--- config.mk ---
export PLATFORM = sky130hd
export DESIGN_NAME = ultrasonic_scheduler
export DESIGN_NICKNAME = d
export VERILOG_FILES = /design/src/rtl/ultrasonic_pkg.sv /design/src/rtl/usec_tick.sv /design/src/rtl/ultrasonic_scheduler.sv
export SDC_FILE = /design/constraint.sdc
export NUM_CORES = 1
export LEC_CHECK = 0
export CORE_ASPECT_RATIO = 1.5
export CORE_UTILIZATION = 53
export DETAILED_ROUTE_END_ITERATION = 16
export PLACE_DENSITY = 0.71
export SETUP_SLACK_MARGIN = 0.4
export SLEW_MARGIN = 30
export SYNTH_ARGS = -nofsm -noshare
export SYNTH_HDL_FRONTEND = slang
export SYNTH_SLANG_ARGS = --single-unit
--- constraint.sdc ---
create_clock -name clk -period 24.4 [get_ports clk]
set_clock_uncertainty 0.2 [all_clocks]
set_input_delay 4.88 -clock clk [delete_from_list [all_inputs] [get_ports clk]]
set_output_delay 4.88 -clock clk [all_outputs]
set_load 0.02 [all_outputs]
--- src/rtl/ultrasonic_pkg.sv ---
// Shared types, constants and defaults for the ultrasonic ranging scheduler.
package ultrasonic_pkg;

   localparam int unsigned MAX_CH  = 8;
   localparam int unsigned CH_W    = 3;
   localparam int unsigned CNT_W   = 17;
   localparam int unsigned DIST_W  = 16;

   // Echo round trip time per centimetre of distance.
   localparam int unsigned US_PER_CM = 58;

   localparam logic [DIST_W-1:0] DIST_TIMEOUT = 16'hFFFF;
   localparam logic [DIST_W-1:0] DIST_SAT     = 16'hFFFE;

   localparam int unsigned DEF_N_CH       = 4;
   localparam int unsigned DEF_CLK_HZ     = 100_000_000;
   localparam int unsigned DEF_TRIG_US    = 10;
   localparam int unsigned DEF_RISE_TO_US = 5_000;
   localparam int unsigned DEF_FALL_TO_US = 30_000;
   localparam int unsigned DEF_GAP_US     = 60_000;

   typedef enum logic [2:0] {
      ST_IDLE      = 3'd0,
      ST_SELECT    = 3'd1,
      ST_TRIG      = 3'd2,
      ST_WAIT_RISE = 3'd3,
      ST_WAIT_FALL = 3'd4,
      ST_GAP       = 3'd5
   } state_e;

   typedef struct packed {
      logic [DIST_W-1:0] cm;
      logic [CH_W-1:0]   ch;
      logic              err;
   } dist_s;

   // Next set mask bit strictly after cur, wrapping over n_ch channels; cur if none set.
   function automatic logic [CH_W-1:0] next_ch(input logic [MAX_CH-1:0] mask,
                                               input logic [CH_W-1:0]   cur,
                                               input int unsigned       n_ch);
      logic [CH_W-1:0] res;
      logic            found;
      int unsigned     idx;
      res   = cur;
      found = 1'b0;
      for (int unsigned i = 1; i <= MAX_CH; i++) begin
         idx = (32'(cur) + i) % n_ch;
         if (!found && (i <= n_ch) && mask[CH_W'(idx)]) begin
            res   = CH_W'(idx);
            found = 1'b1;
         end
      end
      return res;
   endfunction

endpackage

--- src/rtl/usec_tick.sv ---
// One-microsecond strobe generator with a synchronous phase restart.
module usec_tick #(
   parameter int unsigned CLK_HZ = 100_000_000
) (
   input  logic clk,
   input  logic reset_n,
   input  logic clr,
   output logic tick_c
);

   localparam int unsigned DIV  = CLK_HZ / 1_000_000;
   localparam int unsigned PW   = (DIV > 1) ? $clog2(DIV) : 1;
   localparam logic [PW-1:0] LAST = PW'(DIV - 1);

   logic [PW-1:0] pcnt;

   // Prescaler; clr realigns the microsecond grid to the current clock.
   always_ff @(posedge clk or negedge reset_n) begin
      if (!reset_n) begin
         pcnt <= '0;
      end else if (clr || (pcnt == LAST)) begin
         pcnt <= '0;
      end else begin
         pcnt <= pcnt + PW'(1);
      end
   end

   assign tick_c = (pcnt == LAST);

endmodule

--- src/rtl/ultrasonic_scheduler.sv ---
// Round-robin HC-SR04 scheduler: one shared trigger/echo timing engine for N_CH sensors.
module ultrasonic_scheduler
   import ultrasonic_pkg::*;
#(
   parameter int unsigned N_CH       = DEF_N_CH,
   parameter int unsigned CLK_HZ     = DEF_CLK_HZ,
   parameter int unsigned TRIG_US    = DEF_TRIG_US,
   parameter int unsigned RISE_TO_US = DEF_RISE_TO_US,
   parameter int unsigned FALL_TO_US = DEF_FALL_TO_US,
   parameter int unsigned GAP_US     = DEF_GAP_US
) (
   input  logic              clk,
   input  logic              reset_n,
   input  logic              enable,
   input  logic [N_CH-1:0]   ch_mask,
   input  logic [N_CH-1:0]   echo,
   output logic [N_CH-1:0]   trig,
   output logic [DIST_W-1:0] dist_cm,
   output logic [CH_W-1:0]   dist_ch,
   output logic              dist_err,
   output logic              dist_valid,
   output logic              busy
);

   localparam logic [CNT_W-1:0] CNT_MAX   = '1;
   localparam logic [CNT_W-1:0] TRIG_LAST = CNT_W'(TRIG_US - 1);
   localparam logic [CNT_W-1:0] RISE_LAST = CNT_W'(RISE_TO_US - 1);
   localparam logic [CNT_W-1:0] FALL_LAST = CNT_W'(FALL_TO_US - 1);
   localparam logic [CNT_W-1:0] GAP_LAST  = CNT_W'(GAP_US - 1);

   state_e            state_q, state_nxt;
   logic [CH_W-1:0]   cur, ptr_nxt;
   logic [N_CH-1:0]   sync1, sync2;
   logic              sel_prev;
   logic [CNT_W-1:0]  us_cnt;
   dist_s             res_q;

   logic              tick_c;
   logic              cnt_clr_c;
   logic              res_load_c;
   dist_s             res_c;
   logic [MAX_CH-1:0] sync_ext_c;
   logic [MAX_CH-1:0] mask_ext_c;
   logic              mask_any_c;
   logic              sel_now_c;
   logic              rise_c;
   logic              fall_c;
   logic [CNT_W-1:0]  cnt_inc_c;
   logic [CNT_W-1:0]  width_c;
   logic [CNT_W-1:0]  cm_raw_c;
   logic [DIST_W-1:0] cm_c;

   usec_tick #(
      .CLK_HZ (CLK_HZ)
   ) u_usec_tick (
      .clk     (clk),
      .reset_n (reset_n),
      .clr     (cnt_clr_c),
      .tick_c  (tick_c)
   );

   assign sync_ext_c = MAX_CH'(sync2);
   assign mask_ext_c = MAX_CH'(ch_mask);
   assign mask_any_c = |ch_mask;
   assign sel_now_c  = sync_ext_c[cur];
   assign rise_c     = sel_now_c & ~sel_prev;
   assign fall_c     = ~sel_now_c & sel_prev;

   // Saturating increment; the width includes a tick landing on the edge clock.
   assign cnt_inc_c = (us_cnt == CNT_MAX) ? us_cnt : us_cnt + CNT_W'(1);
   assign width_c   = tick_c ? cnt_inc_c : us_cnt;
   assign cm_raw_c  = width_c / CNT_W'(US_PER_CM);
   assign cm_c      = (cm_raw_c > CNT_W'(DIST_SAT)) ? DIST_SAT : DIST_W'(cm_raw_c);

   // Every state change restarts the microsecond counter and its prescaler.
   assign cnt_clr_c = (state_nxt != state_q);

   // Echo synchronisers and previous sample of the selected channel.
   always_ff @(posedge clk or negedge reset_n) begin
      if (!reset_n) begin
         sync1    <= '0;
         sync2    <= '0;
         sel_prev <= 1'b0;
      end else begin
         sync1    <= echo;
         sync2    <= sync1;
         sel_prev <= sel_now_c;
      end
   end

   // Interval counter in whole microseconds, saturating.
   always_ff @(posedge clk or negedge reset_n) begin
      if (!reset_n) begin
         us_cnt <= '0;
      end else if (cnt_clr_c) begin
         us_cnt <= '0;
      end else if (tick_c) begin
         us_cnt <= cnt_inc_c;
      end
   end

   // Next-state, channel pointer and result decode; edges take priority over timeouts.
   always_comb begin
      state_nxt  = state_q;
      ptr_nxt    = cur;
      res_load_c = 1'b0;
      res_c      = '{cm: DIST_TIMEOUT, ch: cur, err: 1'b1};
      case (state_q)
         ST_IDLE: begin
            if (enable && mask_any_c) state_nxt = ST_SELECT;
         end
         ST_SELECT: begin
            if (mask_any_c) begin
               ptr_nxt   = next_ch(mask_ext_c, cur, N_CH);
               state_nxt = ST_TRIG;
            end else begin
               state_nxt = ST_IDLE;
            end
         end
         ST_TRIG: begin
            if (tick_c && (us_cnt >= TRIG_LAST)) state_nxt = ST_WAIT_RISE;
         end
         ST_WAIT_RISE: begin
            if (rise_c) begin
               state_nxt = ST_WAIT_FALL;
            end else if (tick_c && (us_cnt >= RISE_LAST)) begin
               res_load_c = 1'b1;
               state_nxt  = ST_GAP;
            end
         end
         ST_WAIT_FALL: begin
            if (fall_c) begin
               res_load_c = 1'b1;
               res_c.cm   = cm_c;
               res_c.err  = 1'b0;
               state_nxt  = ST_GAP;
            end else if (tick_c && (us_cnt >= FALL_LAST)) begin
               res_load_c = 1'b1;
               state_nxt  = ST_GAP;
            end
         end
         ST_GAP: begin
            if (tick_c && (us_cnt >= GAP_LAST)) begin
               state_nxt = (enable && mask_any_c) ? ST_SELECT : ST_IDLE;
            end
         end
         default: begin
            state_nxt = ST_IDLE;
         end
      endcase
      if (!enable) begin
         state_nxt  = ST_IDLE;
         ptr_nxt    = cur;
         res_load_c = 1'b0;
      end
   end

   // State, pointer and registered outputs.
   always_ff @(posedge clk or negedge reset_n) begin
      if (!reset_n) begin
         state_q    <= ST_IDLE;
         cur        <= CH_W'(N_CH - 1);
         trig       <= '0;
         busy       <= 1'b0;
         dist_valid <= 1'b0;
         res_q      <= '0;
      end else begin
         state_q    <= state_nxt;
         cur        <= ptr_nxt;
         trig       <= (state_nxt == ST_TRIG) ? (N_CH'(1) << ptr_nxt) : '0;
         busy       <= (state_nxt != ST_IDLE);
         dist_valid <= res_load_c;
         if (res_load_c) res_q <= res_c;
      end
   end

   assign dist_cm  = res_q.cm;
   assign dist_ch  = res_q.ch;
   assign dist_err = res_q.err;

endmodule

# --- Word-level counts from Yosys, hierarchy flattened ---
# Cells that the tools add are included.
op_classes:
  n_addsub: 6
  n_div: 1
  n_lt_le_gt_ge: 10
  n_eq_ne: 9
  n_shift: 1
  muxes: 53
  n_bitwise: 4
  reduce_logical: 15
op_table:
  columns: ["operator", "count"]
  rows:
  - ["2-to-1 mux 17 bit", 3]
  - ["2-to-1 mux 16 bit", 3]
  - ["2-to-1 mux 3 bit", 15]
  - ["2-to-1 mux 1 bit", 22]
  - ["one-hot mux 3 bit (6 select lines)", 1]
  - ["adder 17 x 1 -> 17 bit (second input constant)", 1]
  - ["divider 17 x 6 -> 17 bit (second input constant)", 1]
  - ["equality test 17 bit (second input constant)", 1]
  - ["greater-or-equal comparator 17 x 13 -> 1 bit (second input constant)", 1]
  - ["greater-or-equal comparator 17 x 15 -> 1 bit (second input constant)", 1]
  - ["greater-or-equal comparator 17 x 16 -> 1 bit (second input constant)", 1]
  - ["greater-or-equal comparator 17 x 4 -> 1 bit (second input constant)", 1]
  - ["greater-than comparator 17 x 16 -> 1 bit (second input constant)", 1]
  - ["less-than comparator 2 x 4 -> 1 bit (second input constant)", 4]
  - ["equality test 3 x 2 -> 1 bit (second input constant)", 3]
  - ["binary-select mux 1 bit (select 2 bit)", 4]
  - ["logical AND 1 bit", 8]
  - ["adder 7 x 1 -> 7 bit (second input constant)", 1]
  - ["equality test 7 bit (second input constant)", 1]
  - ["2-to-1 mux 7 bit", 1]
  - ["equality test 3 bit (second input constant)", 2]
  - ["adder 2 x 1 -> 2 bit (second input constant)", 2]
  - ["adder 2 bit (second input constant)", 2]
  - ["less-than comparator 3 x 4 -> 1 bit (second input constant)", 1]
  - ["14 further kinds", 18]
totals:
  reg_bits: 65
  in_bits: 11
  out_inout_bits: 26
  elab_cells: 112

# --- Longest topological paths before layout ---
depth:
  ltp_word: 24
  depth_mapped: 40
  depth_no_buf: 34

# --- Hierarchy ---
# A second synthesis with hierarchy kept.
hier_totals:
  cells_unflattened: 780
  area_unflattened_um2: 6301.0
modules_own_cells:
  columns: ["mod", "n_inst", "cells_each", "area_per_inst_um2", "seq_area_each_um2"]
  rows:
  - ["ultrasonic_scheduler", 1, 749, 5982.0, 1353.8]
  - ["usec_tick", 1, 31, 319.1, 175.2]

# --- Worst setup path before layout ---
# Ideal clock, no wire load.
synth_timing:
  path_kind: "flip-flop to flip-flop"
  from: "register us_cnt[0]"
  to: "register res_q (netlist bit dist_cm[0])"
  setup_ns: 0.104
  arrival_time_ns: 8.870
  required_time_ns: 24.096
  setup_slack_ns: 15.226
  path_stages_with_launch: 37
  path_buffers: 2
  synth_period_minus_slack_ns: 9.174
  cell_sequence: "dfrtp_1 -> ha_1 -> nand2_1 -> or4_1 -> nor4_1 -> o22ai_2 -> or3_1 -> buf_2 -> nand2_2 -> mux2_4 -> o21ai_4 -> mux2i_1 -> o31ai_2 -> mux2i_1 -> and4_1 -> a211oi_4 -> or2_1 -> buf_2 -> maj3_2 -> o21a_1 -> o31a_4 -> xnor2_2 -> a21boi_2 -> nand2_1 -> a22oi_1 -> o221a_2 -> xor2_2 -> mux2_4 -> nand2_1 -> xnor2_1 -> ha_1 -> inv_1 -> a221oi_2 -> and4bb_1 -> or3_1 -> a41o_1 -> o41ai_2"
synth_between:
  elab_chain_len: 8
  elab_cells_between_ends: 19
  cone_classes: "1 x add/sub; 1 x div; 3 x order compare; 1 x eq/ne; 11 x mux; 2 x reduce/logical"
synth_lines:
  columns: ["item", "line", "text"]
  rows:
  - ["start: declaration", "ultrasonic_scheduler.sv:35", "logic [CNT_W-1:0] us_cnt;"]
  - ["start signal: assignment", "ultrasonic_scheduler.sv:98", "us_cnt <= cnt_inc_c;"]
  - ["adder 17 x 1 -> 17 bit or equality test 17 bit (tied branches)", "ultrasonic_scheduler.sv:70", "assign cnt_inc_c = (us_cnt == CNT_MAX) ? us_cnt : us_cnt + CNT_W'(1);"]
  - ["2-to-1 mux 17 bit", "ultrasonic_scheduler.sv:70", null]
  - ["2-to-1 mux 17 bit", null, null]
  - ["divider 17 x 6 -> 17 bit", "ultrasonic_scheduler.sv:72", "assign cm_raw_c = width_c / CNT_W'(US_PER_CM);"]
  - ["greater-than comparator 17 x 16 -> 1 bit", "ultrasonic_scheduler.sv:73", "assign cm_c = (cm_raw_c > CNT_W'(DIST_SAT)) ? DIST_SAT : DIST_W'(cm_raw_c);"]
  - ["2-to-1 mux 16 bit", "ultrasonic_scheduler.sv:73", null]
  - ["2-to-1 mux 16 bit", "ultrasonic_scheduler.sv:132", "if (fall_c) begin"]
  - ["2-to-1 mux 16 bit", "ultrasonic_scheduler.sv:108", "case (state_q)"]
  - ["end signal: assignment", "ultrasonic_scheduler.sv:173", "if (res_load_c) res_q <= res_c;"]
  - ["end: declaration", "ultrasonic_scheduler.sv:36", "dist_s res_q;"]
# Several ways; a longest one is shown, not always the timed one.
# A chain may end at the register's enable or synchronous reset.

# --- Final worst setup path ---
layout_timing:
  from: "register us_cnt[1]"
  to: "register res_q (netlist bit dist_cm[0])"
# Same word-level chain as after synthesis.

==> impl_metrics.yaml <==
grt:
  grt_pass1_wl_um: 27000
  grt_pass1_vias: 5529
  antenna_found_initial: 0
  grt_max_degree: 62
  grt.total_usage: 0.296
  grt-ovfl-total: 0
synthesis:
  ys_seq_area_frac: 0.260
  synth-edff-count: 0
  avgSynthCellArea_sq_um: 8.10
  synth_cell_type_count: 110
  syn_nets: 743
  ys_ff_latch: 61
  yosysWarnings: 0
  synth_cells: 727
  syn_area_sq_um: 5890
  synth_ff_type: "dfrtp_1"
  synthArstFlopShare: 1.00
power_and_ir_drop:
  power.density_nw_per_um2: 46.0
  p_leak_nw: 2.54
  ir_drop_v: 0.0000377
  internal_power_mw: 0.219
  p_comb_frac: 0.152
  power_frac_seq: 0.394
  swShare: 0.278
  power.switching_mw: 0.0842
  p_clk_frac: 0.453
run_status:
  outcome: "completed"
place:
  dp.final_hpwl_um: 12100
  io_buffers: 36
  globalplace.congestion: 0.985
  dp_slack_ns: 13.10
sta:
  rsz0062_at_grt: "false"
  maxSlewHeadroom: 0.396
  fin_hold_ws_ns: 0.150
  tns_ns: 0
  finalCriticalPeriod_ns: 11.21
  worstMarginPinSlew_ns: 0.900
  worst_slack_ns: 13.19
  final_hold_viol_count: 0
  setup_viol: 0
  slew_viol_final: 0
  fmax_mhz: 89.2
  post-route-period-util: 0.460
hold_path:
  worstHoldPathType: "reg2reg"
  hold_start: "sync1[3]"
floorplan:
  die_h_um: 131
  io_pins: 37
  die-area_sq_um: 11600
  die_x_um: 88.1
  core.rowCount: 46
  core_area_sq_um: 10700
  start_util: 0.550
finish:
  fillers: 955
  final_common_cell: "nor2_1"
  area_growth_pct: 12.0
  final_cell_mix: "nor2_1, dfrtp_1, nand2_1"
  n_antenna_cell: 0
  fin_nets: 753
  drive_gt1_frac: 0.112
clock_tree:
  numCtsBuffers: 9
  cts_tree: "done"
  postCtsSetupBuffers: 0
  insertion_delay_ns: 0.34
  postCtsHoldBufs: 0
  cts-root-buf: "clkbuf_16"
  clk_path_buf_depth: 2
  htree_levels: 3
  path_clk_slew_ns: 0.05
  ctsResizeCount: 0
  cts_sinks: 61
critical_path:
  max_stage_delay_ns: 0.67
  cp_max_fo: 12
  end_kind: "register"
  arrival_ns: 11.24
  cpMaxStageDelayCell: "mux2i_1"
  crit_type: "reg2reg"
  startpoint: "us_cnt[1]"
  required_ns: 24.43
  regToRegStartpoint: "us_cnt[1]"
  cp-start-kind: "register"
  crit_path_frequent_cell: "nand2_1"
route:
  vias: 5851
  first_pass_iters: 5
  avgViaCountPerCell: 6.60
  drt-initial-drc-count: 349
  drc: 0
  antenna_left: 0
  wl_um: 16600
  wl_per_cell_um: 18.8
job:
  maxCapViolCount: 0
==> registers in the layout, indices dropped and copies added, names as in the netlist <==
name / flops
busy: 1
cur: 3
dist_ch: 3
dist_cm: 13
dist_valid: 1
sel_prev: 1
state_q: 3
sync1: 4
sync2: 4
trig: 4
u_usec_tick.pcnt: 7
us_cnt: 17
==> layer usage <==
metal,track usage,wire [um]
met4,0.140,639
met2,0.524,8640
met1,0.337,6490
met5,0,0
met3,0.0459,852
==> synthesized netlist by cell type (all sizes together), types with 5 or more instances <==
cell | n | area, sq um
nand4 | 15 | 115
nor2 | 91 | 349
xnor2 | 33 | 330
dfrtp | 59 | 1480
a211oi | 10 | 97.6
nand2b | 8 | 50.1
a2111oi | 8 | 76.3
and3 | 6 | 37.5
mux2 | 10 | 120
o21ai | 44 | 235
or2 | 11 | 68.8
a31oi | 15 | 115
xor2 | 13 | 121
a311oi | 5 | 43.8
nand2 | 55 | 209
nor3 | 25 | 130
a21oi | 43 | 219
or3 | 7 | 43.8
nand3 | 25 | 125
o211ai | 7 | 57.6
inv | 22 | 82.6
or4 | 7 | 60.1
mux2i | 11 | 110
a21boi | 8 | 63.8
ha | 5 | 62.6
o211a | 6 | 60.1
clkbuf | 23 | 86.3
nor4 | 22 | 144
and2 | 19 | 119
o31ai | 5 | 42.5
buf | 20 | 135
==> kinds of logic (layout without fill, tap and decap cells) <==
logic type               after synthesis  count (layout)  synth area share
buffers and inverters                 65              80            0.0516
XOR/XNOR                              46              46            0.0767
flip-flops                            61              61             0.260
AO/OA/AOI/OAI                        219             219             0.284
multiplexers                          22              22            0.0429
AND/OR/NAND/NOR                      308             308             0.273
adder cells (fa/ha/maj)                6               6            0.0125
==> stage by stage <==
step / utilization / cell area [sq um] / total power [mW] / std cells
2_1_floorplan: - / 5890 / 0.149 / 727
3_3_place_gp: 0.584 / 6250 / 0.166 / 870
3_5_place_dp: 0.586 / 6270 / 0.168 / 870
4_1_cts: 0.615 / 6590 / 0.306 / 886
5_1_grt: 0.617 / 6600 / 0.316 / 886
6_report: 0.617 / 6600 / 0.304 / 886
==> final cells by class <==
cell class                      count  area (sq um)  area share
Multi-Input combinational cell    601          4090       0.620
Sequential cell                    61          1530       0.232
Timing Repair Buffer               42           400      0.0607
Clock buffer                       10           229      0.0347
Tap cell                          144           180      0.0273
Clock inverter                      6          87.6      0.0133
Inverter                           22          82.6      0.0125
==> critical path, delay by kind of cell (launching register included) <==
family,cells,cell delay (ns)
adders and majority gates,3,0.82
AOI/OAI and AO/OA,10,2.41
DFF,1,0.49
muxes,3,1.55
xor gates and xnor gates,2,0.54
buffers and inverters,1,0.08
and+or+nand+nor,14,4.98
==> power groups by stage <==
stage	Sequential (mW)	Clock [mW]	Combinational, mW
after detailed placement	0.121	0	0.0462
after global routing	0.121	0.144	0.0512
after floorplan	0.121	0	0.0282
final	0.120	0.138	0.0461
after global placement	0.121	0	0.0453
after CTS	0.120	0.139	0.0465
==> final timing paths <==
check	end	slack [ns]	cells past startpoint
max in group asynchronous	us_cnt[10]	18.97	2
worst max-delay path	dist_cm[0]	13.19	33
worst min register to register	sync2[3]	0.15	0
worst max register to register	dist_cm[0]	13.19	33
worst min-delay path	sync2[3]	0.15	0
min in group asynchronous	trig[3]	4.51	2
No activity file was read; power rests on OpenSTA's default activity.
